`config.mk`:
```
export PLATFORM = sky130hd
export DESIGN_NAME = led_fb_ram
export DESIGN_NICKNAME = d
export VERILOG_FILES = /design/src/rtl/led_fb_ram.sv
export SDC_FILE = /design/constraint.sdc
export NUM_CORES = 1
export LEC_CHECK = 0
export ABC_AREA = 1
export BUFFER_PORTS_ARGS = -buffer_cell sky130_fd_sc_hd__buf_2
export CAP_MARGIN = 5
export CORE_MARGIN = 2
export CORE_UTILIZATION = 60
export CTS_CLUSTER_SIZE = 12
export DETAILED_ROUTE_END_ITERATION = 16
export GPL_TIMING_DRIVEN = 0
export PLACE_DENSITY_LB_ADDON = 0.3
export SLEW_MARGIN = 20
export SYNTH_ARGS = -nofsm -noshare
export SYNTH_HDL_FRONTEND = slang
export SYNTH_SLANG_ARGS = --single-unit
```
`constraint.sdc`:
```
create_clock -name i_clk -period 8.4 [get_ports i_clk]
set_clock_uncertainty 0.2 [all_clocks]
set_input_delay 0.42 -clock i_clk [delete_from_list [all_inputs] [get_ports i_clk]]
set_output_delay 0.42 -clock i_clk [all_outputs]
set_load 0.02 [all_outputs]
```
`src/rtl/led_fb_ram.sv`:
```
// ROWS x COLS frame buffer: one-hot point/stroke writes, a hardware clear sweep, and a registered binary read port (1-cycle latency).
// No backpressure: write edges that arrive during CLEAR, during COMMIT, or with a malformed address are dropped.
module led_fb_ram #(
   parameter int             ROWS     = 8,
   parameter int             COLS     = 8,
   parameter int             DW       = 4,
   parameter int             TIMEOUT  = 50_000_000,
   parameter int             TMR_W    = 26,
   parameter logic [DW-1:0]  CLR_VAL  = '0,
   localparam int            RW       = $clog2(ROWS),
   localparam int            CW       = $clog2(COLS)
) (
   input  logic              i_clk,
   input  logic              i_rst,
   input  logic              i_mode,
   input  logic              i_clr_req,
   input  logic              i_we,
   input  logic [DW-1:0]     i_wr_data,
   input  logic [ROWS-1:0]   i_wr_row_oh,
   input  logic [COLS-1:0]   i_wr_col_oh,
   input  logic [RW-1:0]     i_rd_row,
   input  logic [CW-1:0]     i_rd_col,
   output logic [DW-1:0]     o_rd_data,
   output logic [RW-1:0]     o_last_row,
   output logic [CW-1:0]     o_last_col,
   output logic              o_busy,
   output logic              o_pend,
   output logic              o_commit
);

   localparam int               N        = ROWS * COLS;
   localparam int               AW       = $clog2(N);
   localparam logic [AW-1:0]    ADDR_END = AW'(N - 1);
   localparam logic [CW-1:0]    COL_END  = CW'(COLS - 1);
   localparam logic [TMR_W-1:0] TMO_END  = TMR_W'(TIMEOUT - 1);

   typedef enum logic [1:0] {S_CLEAR, S_IDLE, S_PEND, S_COMMIT} state_t;

   function automatic logic [RW-1:0] row_bin(input logic [ROWS-1:0] v);
      logic [RW-1:0] b;
      b = '0;
      for (int i = 0; i < ROWS; i++)
         if (v[i]) b = b | RW'(i);
      return b;
   endfunction

   function automatic logic [CW-1:0] col_bin(input logic [COLS-1:0] v);
      logic [CW-1:0] b;
      b = '0;
      for (int i = 0; i < COLS; i++)
         if (v[i]) b = b | CW'(i);
      return b;
   endfunction

   function automatic logic [AW-1:0] addr_of(input logic [RW-1:0] r, input logic [CW-1:0] c);
      return AW'(int'(r) * COLS + int'(c));
   endfunction

   state_t              r_state, w_state_nx;
   logic [DW-1:0]       r_ram [0:N-1];
   logic                r_we_d, r_mode_d;
   logic [AW-1:0]       r_clr_addr;
   logic [DW-1:0]       r_rd_data;
   logic [RW-1:0]       r_last_row;
   logic [CW-1:0]       r_last_col;
   logic                r_pend;
   logic                r_pt_vld;
   logic [RW-1:0]       r_pt_row;
   logic [CW-1:0]       r_pt_col;
   logic [RW-1:0]       r_buf_row;
   logic [DW-1:0]       r_buf_data;
   logic [COLS-1:0]     r_mask;
   logic                r_nxt_vld;
   logic [RW-1:0]       r_nxt_row;
   logic [DW-1:0]       r_nxt_data;
   logic [COLS-1:0]     r_nxt_col_oh;
   logic [TMR_W-1:0]    r_timer;
   logic [CW-1:0]       r_col_idx;

   logic                w_rise, w_fall, w_valid, w_mchg;
   logic [RW-1:0]       w_row_bin;
   logic [CW-1:0]       w_col_bin;
   logic                w_ram_we, w_last_upd, w_commit;
   logic [RW-1:0]       w_wr_row;
   logic [CW-1:0]       w_wr_col;
   logic [DW-1:0]       w_ram_dat;
   logic [AW-1:0]       w_ram_addr, w_rd_addr;

   assign w_rise     = i_we & ~r_we_d;
   assign w_fall     = ~i_we & r_we_d;
   assign w_valid    = $onehot(i_wr_row_oh) && $onehot(i_wr_col_oh);
   assign w_mchg     = i_mode != r_mode_d;
   assign w_row_bin  = row_bin(i_wr_row_oh);
   assign w_col_bin  = col_bin(i_wr_col_oh);
   assign w_rd_addr  = addr_of(i_rd_row, i_rd_col);
   assign w_ram_addr = (r_state == S_CLEAR) ? r_clr_addr : addr_of(w_wr_row, w_wr_col);

   always_comb begin
      w_state_nx = r_state;
      w_ram_we   = 1'b0;
      w_ram_dat  = CLR_VAL;
      w_wr_row   = '0;
      w_wr_col   = '0;
      w_last_upd = 1'b0;
      w_commit   = 1'b0;
      if (r_state == S_CLEAR) begin
         w_ram_we = 1'b1;
         if (i_clr_req)                     w_state_nx = S_CLEAR;
         else if (r_clr_addr == ADDR_END)   w_state_nx = S_IDLE;
      end else if (i_clr_req) begin
         w_state_nx = S_CLEAR;
      end else if (w_mchg) begin
         w_state_nx = S_IDLE;
      end else begin
         case (r_state)
            S_IDLE: begin
               if (i_mode) begin
                  if (w_rise && w_valid) w_state_nx = S_PEND;
               end else if (w_fall && w_valid && r_pt_vld) begin
                  w_ram_we   = 1'b1;
                  w_ram_dat  = i_wr_data;
                  w_wr_row   = r_pt_row;
                  w_wr_col   = r_pt_col;
                  w_last_upd = 1'b1;
               end
            end
            S_PEND: begin
               // A rise beats a same-cycle timeout so the stroke keeps growing.
               if (w_rise && w_valid) begin
                  if (w_row_bin != r_buf_row) w_state_nx = S_COMMIT;
               end else if (r_timer == TMO_END) begin
                  w_state_nx = S_COMMIT;
               end
            end
            S_COMMIT: begin
               w_wr_row = r_buf_row;
               w_wr_col = r_col_idx;
               if (r_mask[r_col_idx]) begin
                  w_ram_we   = 1'b1;
                  w_ram_dat  = r_buf_data;
                  w_last_upd = 1'b1;
               end
               if (r_col_idx == COL_END) begin
                  w_commit   = 1'b1;
                  w_state_nx = r_nxt_vld ? S_PEND : S_IDLE;
               end
            end
            default: ;
         endcase
      end
   end

   always_ff @(posedge i_clk) begin
      if (i_rst) r_state <= S_CLEAR;
      else       r_state <= w_state_nx;
   end

   always_ff @(posedge i_clk) begin
      if (w_ram_we && !i_rst) r_ram[w_ram_addr] <= w_ram_dat;
   end

   always_ff @(posedge i_clk) begin
      if (i_rst) begin
         r_we_d       <= 1'b0;
         r_mode_d     <= i_mode;
         r_clr_addr   <= '0;
         r_rd_data    <= '0;
         r_last_row   <= '0;
         r_last_col   <= '0;
         r_pend       <= 1'b0;
         r_pt_vld     <= 1'b0;
         r_pt_row     <= '0;
         r_pt_col     <= '0;
         r_buf_row    <= '0;
         r_buf_data   <= '0;
         r_mask       <= '0;
         r_nxt_vld    <= 1'b0;
         r_nxt_row    <= '0;
         r_nxt_data   <= '0;
         r_nxt_col_oh <= '0;
         r_timer      <= '0;
         r_col_idx    <= '0;
      end else begin
         r_we_d    <= i_we;
         r_mode_d  <= i_mode;
         r_rd_data <= r_ram[w_rd_addr];
         if (w_last_upd) begin
            r_last_row <= w_wr_row;
            r_last_col <= w_wr_col;
         end
         if (r_state == S_CLEAR) begin
            r_clr_addr <= (i_clr_req || r_clr_addr == ADDR_END) ? '0 : r_clr_addr + AW'(1);
         end else if (i_clr_req || w_mchg) begin
            r_clr_addr <= '0;
            r_mask     <= '0;
            r_nxt_vld  <= 1'b0;
            r_pt_vld   <= 1'b0;
            r_pend     <= 1'b0;
            r_col_idx  <= '0;
            r_timer    <= '0;
         end else begin
            case (r_state)
               S_IDLE: begin
                  if (i_mode) begin
                     if (w_rise && w_valid) begin
                        r_buf_row  <= w_row_bin;
                        r_buf_data <= i_wr_data;
                        r_mask     <= i_wr_col_oh;
                        r_timer    <= '0;
                        r_pend     <= 1'b1;
                     end
                  end else if (w_rise && w_valid) begin
                     r_pt_vld <= 1'b1;
                     r_pt_row <= w_row_bin;
                     r_pt_col <= w_col_bin;
                  end else if (w_fall && w_valid && r_pt_vld) begin
                     r_pt_vld <= 1'b0;
                  end
               end
               S_PEND: begin
                  if (w_rise && w_valid) begin
                     if (w_row_bin == r_buf_row) begin
                        r_mask  <= r_mask | i_wr_col_oh;
                        r_timer <= '0;
                     end else begin
                        r_nxt_vld    <= 1'b1;
                        r_nxt_row    <= w_row_bin;
                        r_nxt_data   <= i_wr_data;
                        r_nxt_col_oh <= i_wr_col_oh;
                        r_col_idx    <= '0;
                     end
                  end else begin
                     r_timer <= r_timer + TMR_W'(1);
                  end
               end
               S_COMMIT: begin
                  if (r_col_idx == COL_END) begin
                     r_col_idx <= '0;
                     if (r_nxt_vld) begin
                        r_buf_row  <= r_nxt_row;
                        r_buf_data <= r_nxt_data;
                        r_mask     <= r_nxt_col_oh;
                        r_timer    <= '0;
                        r_nxt_vld  <= 1'b0;
                     end else begin
                        r_mask <= '0;
                        r_pend <= 1'b0;
                     end
                  end else begin
                     r_col_idx <= r_col_idx + CW'(1);
                  end
               end
               default: ;
            endcase
         end
      end
   end

   assign o_rd_data  = r_rd_data;
   assign o_last_row = r_last_row;
   assign o_last_col = r_last_col;
   assign o_busy     = (r_state == S_CLEAR);
   assign o_pend     = r_pend;
   assign o_commit   = w_commit;

endmodule

```
==> results of run 1 <==
cell families (layout without fill, tap and decap cells):
| group | Yosys count | count (layout) | synth area share [%] |
|---|---|---|---|
| AO/OA/AOI/OAI | 310 | 310 | 10.39 |
| AND/OR/NAND/NOR | 880 | 880 | 23.69 |
| adder cells (fa/ha/maj) | 22 | 22 | 2.053 |
| flip-flops | 344 | 344 | 57.86 |
| buffers and inverters | 225 | 349 | 5.524 |
| XOR/XNOR | 9 | 9 | 0.4827 |
final timing paths:
path,start,slack [ns],cells after the start,end
worst max-delay path,i_wr_row_oh[3],3.48,19,r_ram[13][2]$_DFFE_PP_
worst min-delay path,i_rd_row[2],0.04,3,o_rd_data[1]$_SDFF_PP0_
worst max register to register,r_state[1]$_SDFFE_PP0P_,5.03,10,r_ram[13][2]$_DFFE_PP_
worst min register to register,o_last_col[1]$_SDFFE_PP0P_,0.24,2,o_last_col[1]$_SDFFE_PP0P_
final cells by class:
type / count / area share [%]
Buffer: 89 / 2.136
Clock buffer: 49 / 5.582
Clock inverter: 16 / 0.6551
Inverter: 136 / 2.784
Multi-Input combinational cell: 1221 / 32.75
Sequential cell: 344 / 51.53
Tap cell: 341 / 2.327
Timing Repair Buffer: 59 / 2.231
stage by stage:
stage	instances	worst slack, ns	utilization (%)	instance area [um2]	total power [mW]
detailed placement	2188	3.102	63.90	17170	2.354
finish	2255	3.483	68.23	18340	3.893
global placement	2170	-1.887	63.08	16950	2.338
CTS	2255	3.607	68.23	18340	3.886
floorplan	1790	1.710	-	16330	2.211
global route	2255	3.305	68.23	18340	4.018
worst max-delay path: stages:
cell and delay, ns:
buf_2 0.10, inv_1 0.12, fa_1 0.45, fa_1 0.52, fa_1 0.41, inv_1 0.07
ha_1 0.16, inv_1 0.05, fa_1 0.49, nand2_1 0.05, inv_1 0.04, nand2_1 0.05
nor2_2 0.15, nand4_2 0.24, o21bai_1 0.48, a21oi_1 0.18, nor2_4 0.17, nand3_2 0.24
nor2_1 0.48
metal layers:
metal  GRT usage (%)  vias to the layer above
met5               0                        -
met4           16.35                        0
met3           5.354                      156
met2           55.77                      774
met1           39.78                     6248
li1                -                     6261
timing repair:
item | CTS | global route
hold endpoints to repair | 2 | 0
setup endpoints to repair | 0 | 0
gates resized for setup | 0 | 0
hold buffers | 2 | 0
flip-flops by register name, summed over array words and instances, names as in the netlist, 2 cells and up:
register / flops
r_buf_data: 4
o_rd_data: 4
r_nxt_data: 4
r_state: 2
r_nxt_col_oh: 8
r_nxt_row: 3
r_pt_row: 3
o_last_row: 3
r_clr_addr: 6
o_last_col: 3
r_pt_col: 3
r_ram: 256
r_buf_row: 3
r_timer: 26
r_mask: 8
r_col_idx: 3
Yosys cell counts (6+ instances only):
| cell type | n | area (um2) |
|---|---|---|
| nand2_1 | 402 | 1509 |
| buf_2 | 16 | 80.08 |
| nand2_4 | 6 | 67.56 |
| nor2_4 | 6 | 67.56 |
| inv_1 | 126 | 473.0 |
| edfxtp_1 | 256 | 7687 |
| fa_1 | 8 | 160.2 |
| nand3_2 | 11 | 110.1 |
| clkbuf_1 | 60 | 225.2 |
| nor2_2 | 6 | 37.54 |
| a21oi_1 | 133 | 665.6 |
| o21ai_0 | 120 | 600.6 |
| dfxtp_1 | 88 | 1762 |
| nor3_1 | 30 | 150.1 |
| ha_1 | 14 | 175.2 |
| nand2_2 | 11 | 68.82 |
| nor2_1 | 232 | 870.8 |
| nand3_1 | 150 | 750.7 |
| o211ai_1 | 6 | 45.04 |
| o31ai_1 | 28 | 210.2 |
| xor2_1 | 7 | 61.31 |
| inv_2 | 10 | 37.54 |
| buf_1 | 6 | 22.52 |
| nand4_1 | 10 | 62.56 |
where the power goes:
group | leakage, nW | internal, mW | switching [mW]
combinational | 3.02 | 0.139 | 0.335
clock | 0.556 | 0.893 | 0.667
sequential | 3.51 | 1.83 | 0.0258
total | 7.08 | 2.86 | 1.03
==> metrics.cfg, run 1 <==
[routing]
routed-wl-met3_um = 4329
drt-total-wl_um = 45830
wl_met2_um = 22130
final_antenna_net_count = 0
wl_met1_um = 16940
num_vias = 13440
drc = 0
routed.top_layer = met4
viasPerCell = 5.960
first_pass_iters = 5
initialDrtViolationCount = 1471
wl_per_cell_um = 20.32

[cells_and_area]
fillerInstances = 2131
final_layout_size_suffix_gt1_share_pct = 10.24
mostFrequentLayoutCell = nand2_1
diodes = 0
layout.nets = 1942
area_growth_pct = 12.28
seqCellArea_um2 = 9449
multi_input_area_um2 = 6006
layout_common_cells = nand2_1 (402), edfxtp_1 (256), nor2_1 (232)

[grt]
grt_pass1_vias = 13130
grt_pass1_wl_um = 70660
gr-total-overflow = 0
antenna_found_initial = 0
grt_max_degree = 25
track_usage_pct = 32.43

[yosys]
syn_inst = 1790
ys_ff_latch = 344
synth-async-reset-ratio_pct = 0
ys_warn_count = 0
syn_avg_cell_area_um2 = 9.123
synthFlopType = edfxtp_1
syn_nets = 1843
yosysUniqueCellTypes = 43
synth_edf_count = 256
syn-cell-area_um2 = 16330
synth-seq-area-share_pct = 57.86

[clock_tree]
cts.clk_slew.worst_paths_ns = 0.06
clock_path_buffers = 3
post_cts_buffers = 0
root_buffer = clkbuf_16
htree_num_levels = 2
cts_buffers = 38
clock_latency_ns = 0.54
cts_tree = built
clock-sinks = 344

[worst_setup_path]
startpoint_type = input port
crit_fanout = 6
critical_path_required_ns = 8.37
critPathKind = in -> reg
end_kind = flop
cp.arrival_ns = 4.89

[sta]
max_freq_mhz = 203.4
slew_viol_final = 0
tightest_slew_ns = 0.8004
tns_ns = 0
post-route-period-util_pct = 58.54
setup_violations = 0
rsz0062_at_grt = false
maxSlewHeadroom_pct = 46.64
hold_slack_ns = 0.03630
post-route-min-period_ns = 4.917
hold_viol_final = 0

[flow_run]
cap_violations = 0

[power]
peakVddDrop_mv = 0.1812
p_leak_nw = 7.081
power.density_nw_per_um2 = 212.3

[placed_design]
place_congestion = 1.001
dp_hpwl_um = 33070
port_buffers = 39

[die]
die_y_um = 169.0
fp.coreArea_um2 = 26880
std_cell_rows = 60
fp.dieW_um = 169.0
start_util_pct = 60.76
pin_count = 44
dieArea_um2 = 28550

[run_status]
status = completed

[min_path]
hold_class = in -> reg

Note: power is estimated with default switching activity, not from simulation.
==> run 2, diff against run 1 <==
==> constraint.sdc (replaced) <==
create_clock -name i_clk -period 4.87 [get_ports i_clk]
set_clock_uncertainty 0.2 [all_clocks]
set_input_delay 0.2435 -clock i_clk [delete_from_list [all_inputs] [get_ports i_clk]]
set_output_delay 0.2435 -clock i_clk [all_outputs]
set_load 0.02 [all_outputs]
==> run 2 against run 1 <==
Against the previous run:
- setup slack got worse by 3.4 ns
- register-to-register slack got worse by 3.4 ns
- critical path depth did not move
- non-clock buffer count rose by 9
- clock power rose by 77%
- first-iteration DRC count fell by 3.3%
- via count rose by 0.62%
- sequential cell count did not move
- highest routed layer unchanged
- wire length rose by 1.8%
- sequential share of layout area fell by 0.64 points
- largest power group unchanged
- global-route usage rose by 0.30 points
==> metrics.cfg, run 2 (same netlist as run 1, synthesis figures left out) <==
[clock_tree]
clock_latency_ns = 0.55
cts_tree = built
cts_buffers = 37
root_buffer = clkbuf_16
htree_num_levels = 2
clock_path_buffers = 3
cts.clk_slew.worst_paths_ns = 0.06
clock-sinks = 344

[worst_setup_path]
critical_path_required_ns = 4.87
max_stage_delay_ns = 0.56
crit_fanout = 6
worstSetupEndpoint = r_ram[26][0]$_DFFE_PP_
crit_top_cell = inv_1
end_kind = flop
path_buf_inv = 6
crit_path_start = i_wr_col_oh[5]
cp.arrival_ns = 4.76
timing.reg2reg.worst_path_depth = 10
cp_top_family = adder cells
crit_chain = dlygate4sd3_1 > buf_2 > inv_1 > fa_1 > fa_1 > inv_1 > ha_1 > inv_1 > fa_1 > nand2_1 > inv_1 > nand2_1 > nor2_2 > nand4_2 > o21bai_1 > a21oi_1 > nor2_4 > nand3_2 > nor2_1
critPathKind = in -> reg
cp_num_cells = 19
r2r-end = r_ram[26][0]$_DFFE_PP_
reg2reg_slack_ns = 1.61
crit_slowest_cell = fa_1
reg2reg_from = r_state[1]$_SDFFE_PP0P_
startpoint_type = input port

[power]
peakVddDrop_mv = 0.4292
p_leak_nw = 7.169
power.density_nw_per_um2 = 366.5

[placed_design]
place_congestion = 0.9743
port_buffers = 39
dp_hpwl_um = 32680
dpl_worst_slack_ns = -0.3128

[run_status]
status = completed

[sta]
setup_violations = 0
maxSlewHeadroom_pct = 47.55
hold_slack_ns = 0.007452
slew_viol_final = 0
rsz0062_at_grt = true
post-route-min-period_ns = 4.765
tightest_slew_ns = 0.7867
post-route-period-util_pct = 97.83
tns_ns = 0
setup_ws_ns = 0.1055
hold_viol_final = 0
max_freq_mhz = 209.9

[grt]
track_usage_pct = 32.73
antenna_found_initial = 0
gr-total-overflow = 0
grt_pass1_wl_um = 71120
grt_max_degree = 27
grt_pass1_vias = 13120

[die]
dieArea_um2 = 28550
die_y_um = 169.0
fp.dieW_um = 169.0
start_util_pct = 60.76
std_cell_rows = 60
pin_count = 44
fp.coreArea_um2 = 26880

[routing]
initialDrtViolationCount = 1423
num_vias = 13520
final_antenna_net_count = 0
drt-total-wl_um = 46650
first_pass_iters = 5
drc = 0
wl_per_cell_um = 20.58
viasPerCell = 5.965

[cells_and_area]
reg_top3 = r_ram x256, r_timer x26
layout_common_cells = nand2_1 (402), edfxtp_1 (256), nor2_1 (223)
layout.nets = 1950
mostFrequentLayoutCell = nand2_1
largest_reg_flops = 256
diodes = 0
final_layout_size_suffix_gt1_share_pct = 10.23
largest-register = r_ram
area_growth_pct = 13.70

[min_path]
hold_class = in -> reg

[flow_run]
cap_violations = 0

[run 2: cell types whose count changed in the layout (fill, tap and decap cells not counted), sizes merged]
cell         before  now
clkinv           11    6
clkbuf          109  119
clkinvlp          1    0
bufinv            1    2
dlygate4sd3       2   18
buf              86   79
inv             139  137
[run 2: final cells by class]
class,count,area (um2)
fill,2072,8308
tap,341,426.7
clock buffer,59,1060
timing repair buffer,68,565.5
multi-input combinational,1221,6047
inverter,136,510.5
sequential,344,9449
buffer,89,391.6
clock inverter,9,117.6
[run 2: how the worst min path moves through the flow]
stage	to	from	depth (start not counted)	slack, ns
after CTS	o_rd_data[0]$_SDFF_PP0_	i_rd_row[0]	6	0.007
final	o_rd_data[0]$_SDFF_PP0_	i_rd_row[0]	6	0.007
after floorplan	r_mode_d$_DFF_P_	i_mode	0	0.07
after global routing	o_rd_data[0]$_SDFF_PP0_	i_rd_row[0]	6	0.05
after global placement	r_mode_d$_DFF_P_	i_mode	1	0.18
after detailed placement	r_mode_d$_DFF_P_	i_mode	1	0.19
[run 2: repair_timing]
item	4_1_cts	5_1_grt
hold buffers	18	0
gates resized for setup	0	9
setup endpoints to repair	0	150
setup buffers	0	0
hold endpoints to repair	32	0
[run 2: report_power, final]
| part | internal, mW | switching [mW] |
|---|---|---|
| Sequential | 3.16 | 0.0422 |
| Combinational | 0.249 | 0.596 |
| Clock | 1.61 | 1.15 |
[run 2: through the flow]
stage          area [um2]  std cells  power (mW)  util (%)
2_1_floorplan       16370       1790       3.818         -
3_3_place_gp        16990       2170       4.045     63.22
3_5_place_dp        17190       2181       4.069     63.95
4_1_cts             18550       2267       6.780     69.00
5_1_grt             18570       2267       7.004     69.09
6_report            18570       2267       6.806     69.09
[run 2: metal layers]
| layer | vias to the layer above | part of all wire, % | global-route usage (%) |
|---|---|---|---|
| li1 | 6291 | - | - |
| met1 | 6338 | 37 | 40.12 |
| met2 | 726 | 48 | 55.81 |
| met3 | 167 | 9.0 | 5.448 |
| met4 | 0 | 5.5 | 17.58 |
| met5 | - | 0 | 0 |
[run 2: worst register-to-register path: stages (launching register included)]
cell	delay [ns]
dfxtp_1	0.34
inv_1	0.12
ha_1	0.22
nand2_1	0.11
nor2_1	0.17
nand4_2	0.27
o21bai_1	0.49
a21oi_1	0.20
nor2_4	0.18
nand3_2	0.24
nor2_1	0.41
==> run 3, diff against run 2 <==
--- a/config.mk
+++ b/config.mk
@@ -8,8 +8,10 @@
 export ABC_AREA = 1
 export BUFFER_PORTS_ARGS = -buffer_cell sky130_fd_sc_hd__buf_2
 export CAP_MARGIN = 5
+export CELL_PAD_IN_SITES_DETAIL_PLACEMENT = 0
+export CELL_PAD_IN_SITES_GLOBAL_PLACEMENT = 2
 export CORE_MARGIN = 2
-export CORE_UTILIZATION = 60
+export CORE_UTILIZATION = 40
 export CTS_CLUSTER_SIZE = 12
 export DETAILED_ROUTE_END_ITERATION = 16
 export GPL_TIMING_DRIVEN = 0
==> run 3 against run 2 <==
Against the previous run:
- sequential cell count did not move
- die area rose by 49%
- maximum frequency fell by 0.27%
- largest power group unchanged
- utilization fell by 22 points
- combinational power rose by 0.6%
==> metrics.cfg, run 3 (same netlist as run 1, synthesis figures left out) <==
[clock_tree]
htree_num_levels = 2
cts.clk_slew.worst_paths_ns = 0.06
clock_path_buffers = 3
clock_latency_ns = 0.56
post_cts_buffers = 0
cts_tree = built
root_buffer = clkbuf_16
clock-sinks = 344
cts_buffers = 40

[min_path]
holdPathStages = 2
hold_class = in -> reg

[die]
die_y_um = 206.1
dieArea_um2 = 42460
std_cell_rows = 74
fp.dieW_um = 206.1
start_util_pct = 40.27
fp.coreArea_um2 = 40550
pin_count = 44

[grt]
antenna_found_initial = 0
grt_pass1_wl_um = 75960
gr-total-overflow = 0
grt_pass1_vias = 12540
grt_max_degree = 28
track_usage_pct = 24.31

[placed_design]
dp_hpwl_um = 36230
dpl-instance-area_um2 = 17420
place_congestion = 0.8908
dp_cells = 2372
port_buffers = 39
dpl_worst_slack_ns = -0.4255

[routing]
routed.top_layer = met4
drt-total-wl_um = 50230
initialDrtViolationCount = 984
wl_per_cell_um = 20.37
routed-wl-met3_um = 2208
viasPerCell = 5.207
wl_met1_um = 21190
num_vias = 12840
first_pass_iters = 7
final_antenna_net_count = 0
drc = 0
wl_met2_um = 25520

[power]
power.density_nw_per_um2 = 372.3
p_comb_share_pct = 12.0
seqPwrFrac_pct = 45.2
p_switching_mw = 1.890
p_int_mw = 5.191
clkPwrFrac_pct = 42.7
p_leak_nw = 7.259
p_sw_share_pct = 26.69
peakVddDrop_mv = 0.2595

[run_status]
status = completed

[flow_run]
cap_violations = 0

[cells_and_area]
layout_common_cells = nand2_1 (402), edfxtp_1 (256), nor2_1 (201)
fillerInstances = 3947
reg_top3 = r_ram x256, r_timer x26
largest-register = r_ram
final_core_util_pct = 46.90
final_layout_size_suffix_gt1_share_pct = 12.15
finalNonFillerCells = 2466
multi_input_area_um2 = 6106
mostFrequentLayoutCell = nand2_1
layout.nets = 1955
largest_reg_flops = 256
final_cell_area_um2 = 19020
diodes = 0
seqCellArea_um2 = 9449
area_growth_pct = 16.46

[sta]
max_freq_mhz = 209.3
rsz0062_at_grt = true
post-route-period-util_pct = 98.10
tns_ns = 0
post-route-min-period_ns = 4.778
tightest_slew_ns = 0.9805
maxSlewHeadroom_pct = 34.64
slew_viol_final = 0
hold_viol_final = 0
setup_ws_ns = 0.09246
setup_violations = 0

[worst_setup_path]
critical_path_required_ns = 4.89
r2r-end = r_ram[61][2]$_DFFE_PP_
reg2reg_slack_ns = 1.44
startpoint_type = input port
crit_path_start = i_wr_col_oh[5]
crit_fanout = 6
cp.arrival_ns = 4.80
reg2reg_from = r_state[1]$_SDFFE_PP0P_
critPathKind = in -> reg
worstSetupEndpoint = r_ram[61][2]$_DFFE_PP_
timing.reg2reg.worst_path_depth = 10
end_kind = flop

-- run 3: cell types whose count changed in the layout (fill, tap and decap cells not counted), moves of 3 or more --
cell and delta:
nor2_1 -22, buf_6 +3, clkbuf_1 -6, clkbuf_8 +4
buf_8 -3, nor2_2 +22, clkbuf_16 +3, clkinv_2 +6
clkinv_1 -3
-- run 3: cell type report --
type                       instances  area share [%]
sequential                       344           49.68
clock buffer                      60           6.138
multi-input combinational       1221           32.10
tap                              532           3.500
inverter                         136           2.684
buffer                            89           2.059
timing repair buffer              70           3.020
clock inverter                    14          0.8157
-- run 3: through the flow --
| step | total power [mW] | hold WS [ns] |
|---|---|---|
| 2_1_floorplan | 3.818 | 0.07122 |
| 3_3_place_gp | 4.099 | 0.1996 |
| 3_5_place_dp | 4.104 | 0.1892 |
| 4_1_cts | 7.134 | 0.002158 |
| 5_1_grt | 7.350 | 0.06873 |
| 6_report | 7.081 | 0.01288 |
-- run 3: worst max-delay path, stage by stage --
cell           delay, ns
dlygate4sd3_1       0.52
buf_2               0.16
inv_1               0.07
fa_1                0.55
fa_1                0.41
inv_1               0.07
ha_1                0.15
inv_1               0.05
fa_1                0.47
nand2_1             0.05
inv_1               0.05
nand2_1             0.05
nor2_2              0.13
nand4_2             0.24
o21bai_1            0.49
a21oi_1             0.19
nor2_4              0.17
nand3_2             0.29
nor2_1              0.44
-- run 3: power groups by stage --
stage / combinational (mW) / sequential (mW) / clock, mW
after CTS: 0.855 / 3.20 / 3.08
after global routing: 0.952 / 3.21 / 3.19
after floorplan: 0.560 / 3.26 / 0
final: 0.850 / 3.20 / 3.03
after global placement: 0.834 / 3.26 / 0
after detailed placement: 0.839 / 3.27 / 0
-- run 3: per-layer routing --
metal	vias to the layer above	track usage (%)
li1	6305	-
met1	6161	30.35
met2	311	44.08
met3	64	3.091
met4	0	6.735
met5	-	0
-- run 3: repair_timing --
action | CTS | global route
gates resized for setup | 0 | 32
hold buffers | 20 | 0
setup endpoints to repair | 0 | 152
hold endpoints to repair | 36 | 0
-- run 3: worst min path at each step --
stage                                     to            from  slack, ns
floorplan                   r_mode_d$_DFF_P_          i_mode       0.07
global placement            r_mode_d$_DFF_P_          i_mode       0.20
detailed placement          r_mode_d$_DFF_P_          i_mode       0.19
CTS                 r_timer[22]$_SDFFE_PP0P_           i_rst      0.002
global route        r_pt_row[2]$_SDFFE_PP0P_  i_wr_row_oh[4]       0.07
finish              r_timer[22]$_SDFFE_PP0P_           i_rst       0.01
